## src/rtl/radix4_booth_pkg.sv

```systemverilog
// Shared types and helpers for the radix-4 Booth multiplier.
package radix4_booth_pkg;

    typedef enum logic [1:0] {StIdle, StRun, StDone} state_t;

    // A Booth digit is neg * (one ? 1 : two ? 2 : 0).
    typedef struct packed {
        logic neg;
        logic one;
        logic two;
    } booth_digit_t;

    localparam booth_digit_t DigZero = 3'b000;
    localparam booth_digit_t DigPos1 = 3'b010;
    localparam booth_digit_t DigPos2 = 3'b001;
    localparam booth_digit_t DigNeg1 = 3'b110;
    localparam booth_digit_t DigNeg2 = 3'b101;

    function automatic booth_digit_t booth_decode(input logic [2:0] window);
        booth_digit_t dig;
        unique case (window)
            3'b000, 3'b111: dig = DigZero;
            3'b001, 3'b010: dig = DigPos1;
            3'b011:         dig = DigPos2;
            3'b100:         dig = DigNeg2;
            default:        dig = DigNeg1;
        endcase
        return dig;
    endfunction

    function automatic int unsigned iter_count(input int unsigned width);
        return width / 2 + 1;
    endfunction

endpackage

```

## src/rtl/radix4_booth_recoder.sv

```systemverilog
// Maps a 3-bit Booth window and the extended multiplicand to a signed partial product.
module radix4_booth_recoder
    import radix4_booth_pkg::*;
#(
    parameter int unsigned WIDTH = 32
) (
    input  logic [2:0]       window,
    input  logic [WIDTH+1:0] mcand,
    output logic [WIDTH+1:0] pp
);

    booth_digit_t     dig;
    logic [WIDTH+1:0] mag;

    // 2*mcand always fits: the multiplicand carries two extension bits.
    always_comb begin
        dig = booth_decode(window);
        mag = '0;
        if (dig.two) begin
            mag = {mcand[WIDTH:0], 1'b0};
        end else if (dig.one) begin
            mag = mcand;
        end
        pp = dig.neg ? -mag : mag;
    end

endmodule

```

## src/rtl/radix4_booth_mult_param.sv

```systemverilog
// Sequential radix-4 Booth multiplier, two multiplier bits per enabled cycle,
// valid/ready on both sides and runtime signed/unsigned select.
module radix4_booth_mult_param
    import radix4_booth_pkg::*;
#(
    parameter int unsigned WIDTH = 32
) (
    input  logic               clk,
    input  logic               reset,
    input  logic               en,
    input  logic               in_valid,
    output logic               in_ready,
    input  logic [WIDTH-1:0]   a,
    input  logic [WIDTH-1:0]   b,
    input  logic               signed_mode,
    output logic               out_valid,
    input  logic               out_ready,
    output logic [2*WIDTH-1:0] product,
    output logic               busy
);

    localparam int unsigned ITER = iter_count(WIDTH);
    localparam int unsigned CW   = $clog2(ITER + 1);

    state_t           state;
    logic [CW-1:0]    cnt;
    logic [WIDTH+1:0] acc;
    logic [WIDTH+1:0] mcand;
    logic [WIDTH+2:0] mult;
    logic [WIDTH+1:0] pp;
    logic [WIDTH+2:0] sum;
    logic [WIDTH+1:0] acc_nxt;
    logic [WIDTH+2:0] mult_nxt;

    radix4_booth_recoder #(
        .WIDTH(WIDTH)
    ) u_recoder (
        .window(mult[2:0]),
        .mcand (mcand),
        .pp    (pp)
    );

    // One guard bit on the add keeps the shifted accumulator exact.
    always_comb begin
        sum      = {acc[WIDTH+1], acc} + {pp[WIDTH+1], pp};
        acc_nxt  = {sum[WIDTH+2], sum[WIDTH+2:2]};
        mult_nxt = {sum[1:0], mult[WIDTH+2:2]};
    end

    assign in_ready = (state == StIdle);
    assign busy     = (state != StIdle);

    always_ff @(posedge clk) begin
        if (!reset) begin
            state     <= StIdle;
            cnt       <= '0;
            acc       <= '0;
            mcand     <= '0;
            mult      <= '0;
            out_valid <= 1'b0;
            product   <= '0;
        end else begin
            unique case (state)
                StIdle: begin
                    if (in_valid) begin
                        mcand <= {{2{signed_mode & a[WIDTH-1]}}, a};
                        mult  <= {{2{signed_mode & b[WIDTH-1]}}, b, 1'b0};
                        acc   <= '0;
                        cnt   <= '0;
                        state <= StRun;
                    end
                end
                StRun: begin
                    if (en) begin
                        acc  <= acc_nxt;
                        mult <= mult_nxt;
                        cnt  <= cnt + 1'b1;
                        if (cnt == CW'(ITER - 1)) begin
                            state     <= StDone;
                            out_valid <= 1'b1;
                            product   <= {acc_nxt[WIDTH-3:0], mult_nxt[WIDTH+2:1]};
                        end
                    end
                end
                StDone: begin
                    if (out_ready) begin
                        state     <= StIdle;
                        out_valid <= 1'b0;
                    end
                end
                default: state <= StIdle;
            endcase
        end
    end

endmodule
```

## config.mk

```make
export PLATFORM = sky130hd
export DESIGN_NAME = radix4_booth_mult_param
export DESIGN_NICKNAME = d
export VERILOG_FILES = /design/src/rtl/radix4_booth_pkg.sv /design/src/rtl/radix4_booth_recoder.sv /design/src/rtl/radix4_booth_mult_param.sv
export SDC_FILE = /design/constraint.sdc
export NUM_CORES = 1
export LEC_CHECK = 0
export ABC_AREA = 1
export CORE_MARGIN = 10
export CORE_UTILIZATION = 25
export CTS_CLUSTER_SIZE = 10
export DETAILED_ROUTE_END_ITERATION = 7
export SLEW_MARGIN = 20
export SYNTH_ARGS = -nofsm -noshare
export SYNTH_HDL_FRONTEND = slang
export SYNTH_SLANG_ARGS = --single-unit
```

## constraint.sdc

```tcl
create_clock -name clk -period 5.44 [get_ports clk]
set_clock_uncertainty 0.1 [all_clocks]
set_input_delay 0.544 -clock clk [delete_from_list [all_inputs] [get_ports clk]]
set_output_delay 0.544 -clock clk [all_outputs]
set_load 0.1 [all_outputs]
```

== Word level (Yosys, flattened, before mapping) ==
Index checks and enable logic that the tools add are counted.

* Bits in registers: 174
* Input bits: 70
* Output and inout port bits: 67
* Word-level logic and storage cells: 58

* Add/subtract/negate cells: 3
* Eq/ne operators: 12
* Mux-type cells: 22
* Bitwise logic cells: 2
* Reduce and logical (&&, ||, !) cells: 12

{| class="wikitable"
|+ Operators with widths
! cell !! number
|-
| $mux W34 || 5
|-
| $mux W35 || 2
|-
| $pmux W35 S2 || 1
|-
| $pmux W34 S2 || 1
|-
| $add A34 B34 Y35 || 1
|-
| $neg A34 Y34 || 1
|-
| $pmux W3 S4 || 1
|-
| $mux W5 || 2
|-
| $pmux W5 S2 || 1
|-
| $mux W2 || 4
|-
| $ne A2 B2 Y1 const B || 4
|-
| $reduce_and A4 Y1 || 2
|-
| $eq A3 B2 Y1 const B || 2
|-
| $eq A3 B3 Y1 const B || 2
|-
| $pmux W2 S3 || 1
|-
| $reduce_and A3 Y1 || 2
|-
| $reduce_bool A2 Y1 || 3
|-
| $add A5 B1 Y5 const B || 1
|-
| $eq A5 B5 Y1 const B || 1
|-
| $reduce_or A2 Y1 || 2
|-
| $eq A3 B1 Y1 const B || 1
|-
| $logic_not A3 Y1 || 1
|-
| $mux W1 || 3
|-
| $and A1 B1 Y1 || 2
|-
| other kinds (5) || 5
|}

== Logic depth before layout (Yosys ltp) ==
Gate-level depths: netlist of run 1.

* Depth in word-level cells: 10
* Depth in mapped cells: 32
* Gate-level depth less buffers: 31

== By module ==
A second synthesis of run 1 with hierarchy kept.

* Cell total of the unflattened synthesis: 1744
* Area total of the unflattened synthesis: 10827.9 sq um

{| class="wikitable"
|+ By module, submodules not included
! module !! times used !! cells an instance !! area each (sq um) !! sequential area each (sq um)
|-
| radix4_booth_mult_param || 1 || 1298 || 8704.6 || 3463.3
|-
| radix4_booth_recoder || 1 || 446 || 2123.3 || 0.0
|}

== Worst setup path before layout of run 1 ==
No wires, ideal clock.

* Path type: reg2reg
* From: register mult[0]
* To: register product[58]
* Setup time: 0.109 ns
* Data arrival time: 3.314 ns
* Required time: 5.231 ns
* Setup slack: 1.918 ns
* Stages on the path, launching flop included: 28
* Buffers on the path: 1
* Clock period less this slack: 3.522 ns
* Cells stage by stage: dfxtp_1 > inv_1 > ha_1 > clkbuf_1 > nand4_1 > o21ai_1 > inv_1 > ha_1 > nand2_1 > nor2_2 > nor2_1 > a21oi_1 > xnor2_1 > inv_1 > ha_1 > nand2_1 > nor2_1 > nand3_1 > nand3_1 > nand2_1 > nand2_1 > nand2_1 > nand2_1 > nand2_1 > nand2_1 > nand2_1 > nand2_1 > inv_1

* Longest elaborated chain between the ends: 8
* Elaborated cells on any way between the ends: 14
* Those cells by class: add/sub: 2; eq/ne: 5; mux: 4; reduce/logical: 3

{| class="wikitable"
|+ RTL lines
! element !! RTL line !! text
|-
| start, declared || radix4_booth_mult_param.sv:29 || <nowiki>logic [WIDTH+2:0] mult;</nowiki>
|-
| start signal, assigned || radix4_booth_mult_param.sv:67 || <nowiki>mult <= {{2{signed_mode & b[WIDTH-1]}}, b, 1'b0};</nowiki>
|-
| start signal, assigned || radix4_booth_mult_param.sv:76 || <nowiki>mult <= mult_nxt;</nowiki>
|-
| $eq A3 B1 Y1 (tied with other cells) || radix4_booth_pkg.sv:21 || <nowiki>unique case (window)</nowiki>
|-
| $reduce_or A2 Y1 || radix4_booth_pkg.sv:21 ||
|-
| $pmux W3 S4 (*) || radix4_booth_pkg.sv:21 ||
|-
| $mux W34 || radix4_booth_recoder.sv:21 || <nowiki>end else if (dig.one) begin</nowiki>
|-
| $mux W34 || radix4_booth_recoder.sv:19 || <nowiki>if (dig.two) begin</nowiki>
|-
| $neg A34 Y34 || radix4_booth_recoder.sv:24 || <nowiki>pp = dig.neg ? -mag : mag;</nowiki>
|-
| $mux W34 (*) || radix4_booth_recoder.sv:24 ||
|-
| $add A34 B34 Y35 (*) || radix4_booth_mult_param.sv:45 || <nowiki>sum = {acc[WIDTH+1], acc} + {pp[WIDTH+1], pp};</nowiki>
|-
| end signal, assigned || radix4_booth_mult_param.sv:81 || <nowiki>product <= {acc_nxt[WIDTH-3:0], mult_nxt[WIDTH+2:1]};</nowiki>
|-
| end, declared || radix4_booth_mult_param.sv:18 || <nowiki>output logic [2*WIDTH-1:0] product,</nowiki>
|}

Every way passes the cells marked *; elsewhere a longest branch is shown, timed or not.
A chain may end at the register's enable or synchronous reset.

== Worst setup path in the final report of run 1 ==
* From: register mult[0]
* To: register acc[16]

* Longest elaborated chain between the ends: 10
* Elaborated cells on any way between the ends: 16
* Those cells by class: add/sub: 2; eq/ne: 5; mux: 6; reduce/logical: 3

{| class="wikitable"
|+ RTL lines
! element !! RTL line !! text
|-
| $eq A3 B1 Y1 (tied with other cells) || radix4_booth_pkg.sv:21 ||
|-
| $reduce_or A2 Y1 || radix4_booth_pkg.sv:21 ||
|-
| $pmux W3 S4 (*) || radix4_booth_pkg.sv:21 ||
|-
| $mux W34 || radix4_booth_recoder.sv:21 ||
|-
| $mux W34 || radix4_booth_recoder.sv:19 ||
|-
| $neg A34 Y34 || radix4_booth_recoder.sv:24 ||
|-
| $mux W34 (*) || radix4_booth_recoder.sv:24 ||
|-
| $add A34 B34 Y35 (*) || radix4_booth_mult_param.sv:45 ||
|-
| $mux W34 (*) || radix4_booth_mult_param.sv:74 || <nowiki>if (en) begin</nowiki>
|-
| $pmux W34 S2 (*) || radix4_booth_mult_param.sv:63 || <nowiki>unique case (state)</nowiki>
|-
| end signal, assigned || radix4_booth_mult_param.sv:75 || <nowiki>acc <= acc_nxt;</nowiki>
|-
| end, declared || radix4_booth_mult_param.sv:27 || <nowiki>logic [WIDTH+1:0] acc;</nowiki>
|}

Every way passes the cells marked *; elsewhere a longest branch is shown, timed or not. The select of a mux whose other input is x is not followed.

==> qor.txt, run 1 <==
Status - complete, no violations
Switch share - 39.7%
Clock Tree Buf Depth - 2
Fmax - 216 MHz
Cell row count - 75
DRC violation count after routing - 0
Kind of critical path - register to register
Ratio of cells with drive above 1 in the final layout - 4.94%
Buf+Inv Stages, Crit Path - 3
Final setup viols - 0
Worst-margin pin slew - 1.07 ns
Starting utilization of the core area - 25.2%
Die Y - 225 µm
Sequential area share after synthesis - 33.0%
Max cap viols - 0
Number of synthesized flops with an enable pin - 0
Gates resized, CTS repair - 0
Clk slew on worst S/H paths - 0.07 ns
RSZ-0062 raised after global routing - false
HP Class - register to register
Antenna diodes - 0
Placed cell count - 2308
Fin cells - 2340
Post-synthesis average cell area - 6.20 µm²
Post-Syn Nets - 1805
Vias in the first global route - 10700
DR vias/cell - 4.57
Clock Sinks - 173
DR iter-0 viols - 663
Yosys Warn Count - 0
Mapped cell area - 10500 µm²
Hold-critical path depth - 2
Crit. End Element - register
Final wirelength - 35.2 mm
Pwr/cell area - 312 nW/µm²
RR Startpoint - mult[0]
Internal power - 2.43 mW
TNS Setup - 0 ns
Routed vias - 10700
GPL Wtd Cong - 0.913
DIE AREA - 50600 µm²
Crit start category - register
NetSw - 1.60 mW
DR WL/cell - 15.1 µm
Hold Path Sink - mcand[29]
Pleak - 6.11 nW
Pin count of the biggest net entering global routing - 74
Syn Inst Count - 1693
Area Growth Syn to Fin - 23.3%
Antenna violations before repair - 0
Worst-Skew Late Latency - 0.47 ns
Die width - 225 µm
Hold_sp - mcand[29]
Power share of the clock group - 32.9%
CTS buffer count - 17
Slowest cell on crit path - ha_1
Ports - 137
Dpl hpwl - 26.6 mm
Most used cell, CP - nand2_1
Critical Path, Cell by Cell - inv_1 > ha_1 > nand4_1 > o21ai_1 > inv_1 > ha_1 > nand2_1 > nor2_2 > nor2_1 > a21oi_1 > xnor2_1 > inv_1 > ha_1 > nand2_1 > nor2_1 > nand3_1 > nand3_1 > nand2_1 > nand2_1 > xor2_1 > nand2_1 > a21oi_1
Worst R2R Path Depth - 22
H-tree depth - 4
CTS Root Cell - clkbuf_16
Family with the most delay on the worst path - adder cells
Seq pwr share - 34.3%
Max-slew headroom - 28.4%
Total Routing Usage GR - 14.0%
Post-CTS Setup Bufs - 0
Ys flop type - dfxtp_1
Final nets - 1900
Port bufs - 136
RR Endpoint - acc[16]
Hold Buf Count CTS - 0
Total grt overflow - 0
Logic gate share of total power - 32.8%
First-pass GRT wire length - 56.9 mm
CORE AREA - 41800 µm²
CP peak stage delay - 0.97 ns
R2R Setup Slk - 0.81 ns
WHS - 0.377 ns
First-pass detailed-route iteration total - 5
Synth async-reset ratio - 0%
Worst EP required - 5.71 ns
Slew Viols, Final - 0
IR drop worst, VDD - 360 µV
CP max FO - 33
Synth unique cells - 39
Seq cells post-synth - 173
Hold Vio Cnt, Final - 0
Final period util - 85.1%
CTS tree - yes
Arr. time, crit path - 4.90 ns
Final ANT Viol Nets - 0
Fin crit period - 4.63 ns
state kept, by name, summed over array words and instances, names as in the netlist:
| register | count |
|---|---|
| product | 64 |
| mult | 35 |
| acc | 33 |
| mcand | 33 |
| cnt | 5 |
| state | 2 |
| out_valid | 1 |
synthesized netlist by cell type (2+ instances only):
| cell type | instances | area (µm²) |
|---|---|---|
| nand3b_1 | 9 | 67.6 |
| nor2_2 | 9 | 56.3 |
| nor3_1 | 9 | 45.0 |
| nand4_1 | 8 | 50.1 |
| dfxtp_1 | 173 | 3460 |
| ha_1 | 41 | 513 |
| o21ai_2 | 5 | 43.8 |
| nor2_4 | 2 | 22.5 |
| a21oi_1 | 93 | 465 |
| a31oi_1 | 33 | 206 |
| clkbuf_1 | 54 | 203 |
| nand2_2 | 5 | 31.3 |
| a21o_1 | 2 | 15.0 |
| or2_2 | 3 | 18.8 |
| nand3_2 | 2 | 20.0 |
| inv_2 | 13 | 48.8 |
| o21bai_1 | 3 | 22.5 |
| buf_6 | 4 | 45.0 |
| xor2_1 | 29 | 254 |
| nand2_1 | 487 | 1830 |
| buf_2 | 9 | 45.0 |
| buf_1 | 3 | 11.3 |
| nand2_4 | 2 | 22.5 |
| inv_1 | 187 | 702 |
| nor4_1 | 2 | 12.5 |
| nand3_1 | 81 | 405 |
| nor2_1 | 249 | 935 |
| xnor2_1 | 5 | 43.8 |
| o21ai_0 | 150 | 751 |
| o21ai_1 | 12 | 60.1 |
per-layer routing:
metal  part of all wire, %  global-route usage (%)  up-vias  wire (µm)
met4                   2.1                    4.61        0        748
met2                    45                    22.9      235      16000
met3                   6.6                    4.07       37       2310
li1                      -                       -     5562          -
met5                     0                       0        -          0
met1                    46                    17.2     4865      16200
how the worst max path moves through the flow:
stage | from | to | cells after the start
after global routing | mult[1] | product[58] | 26
final | mult[0] | acc[16] | 22
after global placement | mult[0] | product[58] | 26
after floorplan | mult[0] | product[58] | 27
after detailed placement | mult[0] | acc[16] | 22
after CTS | mult[0] | acc[16] | 22
through the flow:
stage	setup slack (ns)	cell area, µm²	total power [mW]	utilization (%)
finish	0.813	13000	4.04	31.0
global route	0.239	13000	4.30	31.0
CTS	0.838	13000	4.07	31.0
detailed placement	0.857	12300	2.73	29.5
global placement	0.979	12300	2.72	29.5
floorplan	1.92	10500	2.35	-
power by group through the flow:
| stage | Sequential [mW] | Combinational, mW | Clock (mW) |
|---|---|---|---|
| final | 1.38 | 1.33 | 1.33 |
| after global routing | 1.39 | 1.49 | 1.42 |
| after CTS | 1.38 | 1.33 | 1.36 |
| after detailed placement | 1.41 | 1.32 | 0 |
| after global placement | 1.41 | 1.31 | 0 |
| after floorplan | 1.39 | 0.953 | 0 |
logic make-up after synthesis:
| group | after synthesis | synth area share [%] |
|---|---|---|
| adders and majority gates | 42 | 5.08 |
| buffers and inverters | 271 | 10.1 |
| xor gates and xnor gates | 34 | 2.84 |
| DFF | 173 | 33.0 |
| and+or+nand+nor | 870 | 33.8 |
| AOI/OAI and AO/OA | 303 | 15.3 |
cell type report:
type | count | area, µm²
well taps | 539 | 674
clock inverters | 15 | 213
flip-flops and latches | 173 | 3460
inverters | 201 | 754
repair buffers | 146 | 1430
fillers | 4616 | 28800
clock buffers | 17 | 425
multi-input cells | 1249 | 5990
worst reg2reg max path: cells and delay by family, from the launching register on:
kind,cells,cell delay (ns)
fa+ha+maj,3,1.54
simple gates,11,1.44
xor+xnor,2,0.49
compound gates,3,0.38
flops,1,0.36
buf+inv,3,0.24
layout by cell type, fill, tap and decap left out, drive strengths merged, types with 10 or more instances in the layout:
| cell | n |
|---|---|
| inv | 206 |
| a21oi | 93 |
| ha | 41 |
| dfxtp | 173 |
| nor3 | 10 |
| nand2 | 495 |
| xor2 | 29 |
| o21ai | 167 |
| clkdlybuf4s50 | 135 |
| clkbuf | 17 |
| nor2 | 260 |
| buf | 11 |
| nand3 | 83 |
| a31oi | 33 |
Power figures use the tool's default switching activity.
==> run 2: changes to the inputs <==
- clock period: 5.44 -> 5.92 ns (I/O delays scaled with it)
==> run 2 against run 1 <==
Compared with the run above: design area shrank 0.13%; critical endpoint is now product[63]; sequential power fell by 8%; global-route usage fell by 0.26 points; die area unchanged; largest power group unchanged; combinational power fell by 8%.
==> qor.txt, run 2 (synthesis gave the netlist of run 1 again) <==
Fin crit period - 4.72 ns (+0.0877 ns)
DRC violation count after routing - 0 (unchanged)
CTS Root Cell - clkbuf_16
CP peak stage delay - 0.94 ns (-0.03 ns)
Crit. End Element - register
First-pass detailed-route iteration total - 6 (+1)
WHS - 0.371 ns (-0.00558 ns)
Worst-Skew Late Latency - 0.45 ns (-0.02 ns)
Most flop-heavy register - product
Hold Buf Count CTS - 0 (unchanged)
Total grt overflow - 0 (unchanged)
Vias in the first global route - 10500 (-2.0%)
DR vias/cell - 4.53 (-1.0%)
Die Y - 225 µm (unchanged)
DR WL/cell - 14.9 µm (-1.1%)
Multi-input gate area - 5990 µm² (unchanged)
IR drop worst, VDD - 217 µV (-40%)
DIE AREA - 50600 µm² (unchanged)
Final nets - 1900 (unchanged)
Slowest cell on crit path - ha_1
Area Growth Syn to Fin - 23.2%
CP max FO - 33 (unchanged)
CTS tree - yes
Pwr/cell area - 286 nW/µm² (-8.2%)
Routed vias - 10600 (-1.0%)
Post-CTS Setup Bufs - 0 (unchanged)
Antenna violations before repair - 0 (unchanged)
Reg area - 3460 µm² (unchanged)
Starting utilization of the core area - 25.2% (unchanged)
Kind of critical path - register to register
Final setup viols - 0 (unchanged)
Antenna diodes - 0 (unchanged)
Most used cell, CP - nand2_1
Final period util - 79.6% (-5.4 points)
Top Registers - product x64, mult x35
Clock Sinks - 173 (unchanged)
Slew Viols, Final - 0 (unchanged)
Hold Vio Cnt, Final - 0 (unchanged)
Gates resized, CTS repair - 0 (unchanged)
Status - complete, no violations
Design Power - 3.70 mW (-8.3%)
TNS Setup - 0 ns (unchanged)
Cell row count - 75 (unchanged)
Final ANT Viol Nets - 0 (unchanged)
Dpl hpwl - 26.3 mm (-1.2%)
Die width - 225 µm (unchanged)
Crit start category - register
Pleak - 6.10 nW (about the same)
Fin util - 31.0% (-0.039 points)
Max-slew headroom - 29.3% (+0.88 points)
Clock Tree Buf Depth - 2 (unchanged)
First-pass GRT wire length - 55.8 mm (-1.9%)
Pin count of the biggest net entering global routing - 82 (+11%)
DR iter-0 viols - 618 (-6.8%)
Arr. time, crit path - 4.98 ns (+0.08 ns)
Ports - 137 (unchanged)
Worst-margin pin slew - 1.06 ns (-0.0132 ns)
Most frequent cells in the layout - 486 x nand2_1, 248 x nor2_1, 187 x inv_1, 173 x dfxtp_1, 150 x o21ai_0
GPL Wtd Cong - 0.908 (-0.60%)
CORE AREA - 41800 µm² (unchanged)
HP Class - register to register
Worst EP required - 6.18 ns (+0.47 ns)
Final wirelength - 34.8 mm (-1.1%)
Port bufs - 136 (unchanged)
CTS buffer count - 17 (unchanged)
Ratio of cells with drive above 1 in the final layout - 4.94% (unchanged)
Fmax - 212 MHz (-1.9%)
Placed inst area - 12300 µm² (unchanged)
Max cap viols - 0 (unchanged)
Final instance area - 12900 µm² (-0.13%)
Max FFs per register - 64 (unchanged)
H-tree depth - 4 (unchanged)
Most common cell after layout, fill and taps aside - nand2_1
Clk slew on worst S/H paths - 0.08 ns (about the same)
RSZ-0062 raised after global routing - false
FILL cells - 4572 (-0.95%)
Total Routing Usage GR - 13.7% (-0.26 points)
[run 2: changes by cell type in the layout (fill, tap and decap cells not counted), sizes merged]
cell      previous run  this run
clkinv               9         6
bufinv               1         2
inv                206       207
clkinvlp             0         1
[run 2: final timing paths]
check | start | to | slack (ns) | depth (start not counted)
setup / recovery | mult[0] | product[63] | 1.20 | 26
hold / removal | mcand[27] | mcand[27] | 0.37 | 2
setup reg to reg | mult[0] | product[63] | 1.20 | 26
hold reg to reg | mcand[27] | mcand[27] | 0.37 | 2
[run 2: through the flow]
step           instances  worst slack, ns
6_report            2340             1.20
5_1_grt             2340            0.803
4_1_cts             2340             1.31
3_5_place_dp        2308             1.31
3_3_place_gp        2308             1.33
2_1_floorplan       1693             2.40
[run 2: critical path: cells and delay by family (launching register included)]
family	cells	cell delay (ns)
simple gates	15	1.51
fa+ha+maj	3	1.50
compound gates	3	0.69
flops	1	0.36
buf+inv	4	0.31
xor+xnor	1	0.14
[run 2: report_power, final]
part           internal [mW]  switching, mW
clock                  0.646          0.566
sequential              1.22         0.0467
combinational          0.395          0.824
total                   2.27           1.44
[run 2: cell type report]
cell class	instances	area share [%]
inverter	201	5.83
clock buffer	17	3.29
multi-input combinational	1249	46.3
tap	539	5.21
timing repair buffer	146	11.1
clock inverter	15	1.52
sequential	173	26.8
[run 2: metal layers]
layer,vias to the layer above,part of all wire [%],GRT usage (%)
li1,5568,-,-
met1,4764,45,16.7
met2,229,46,23.0
met3,31,6.9,4.28
met4,0,1.6,3.55
met5,-,0,0
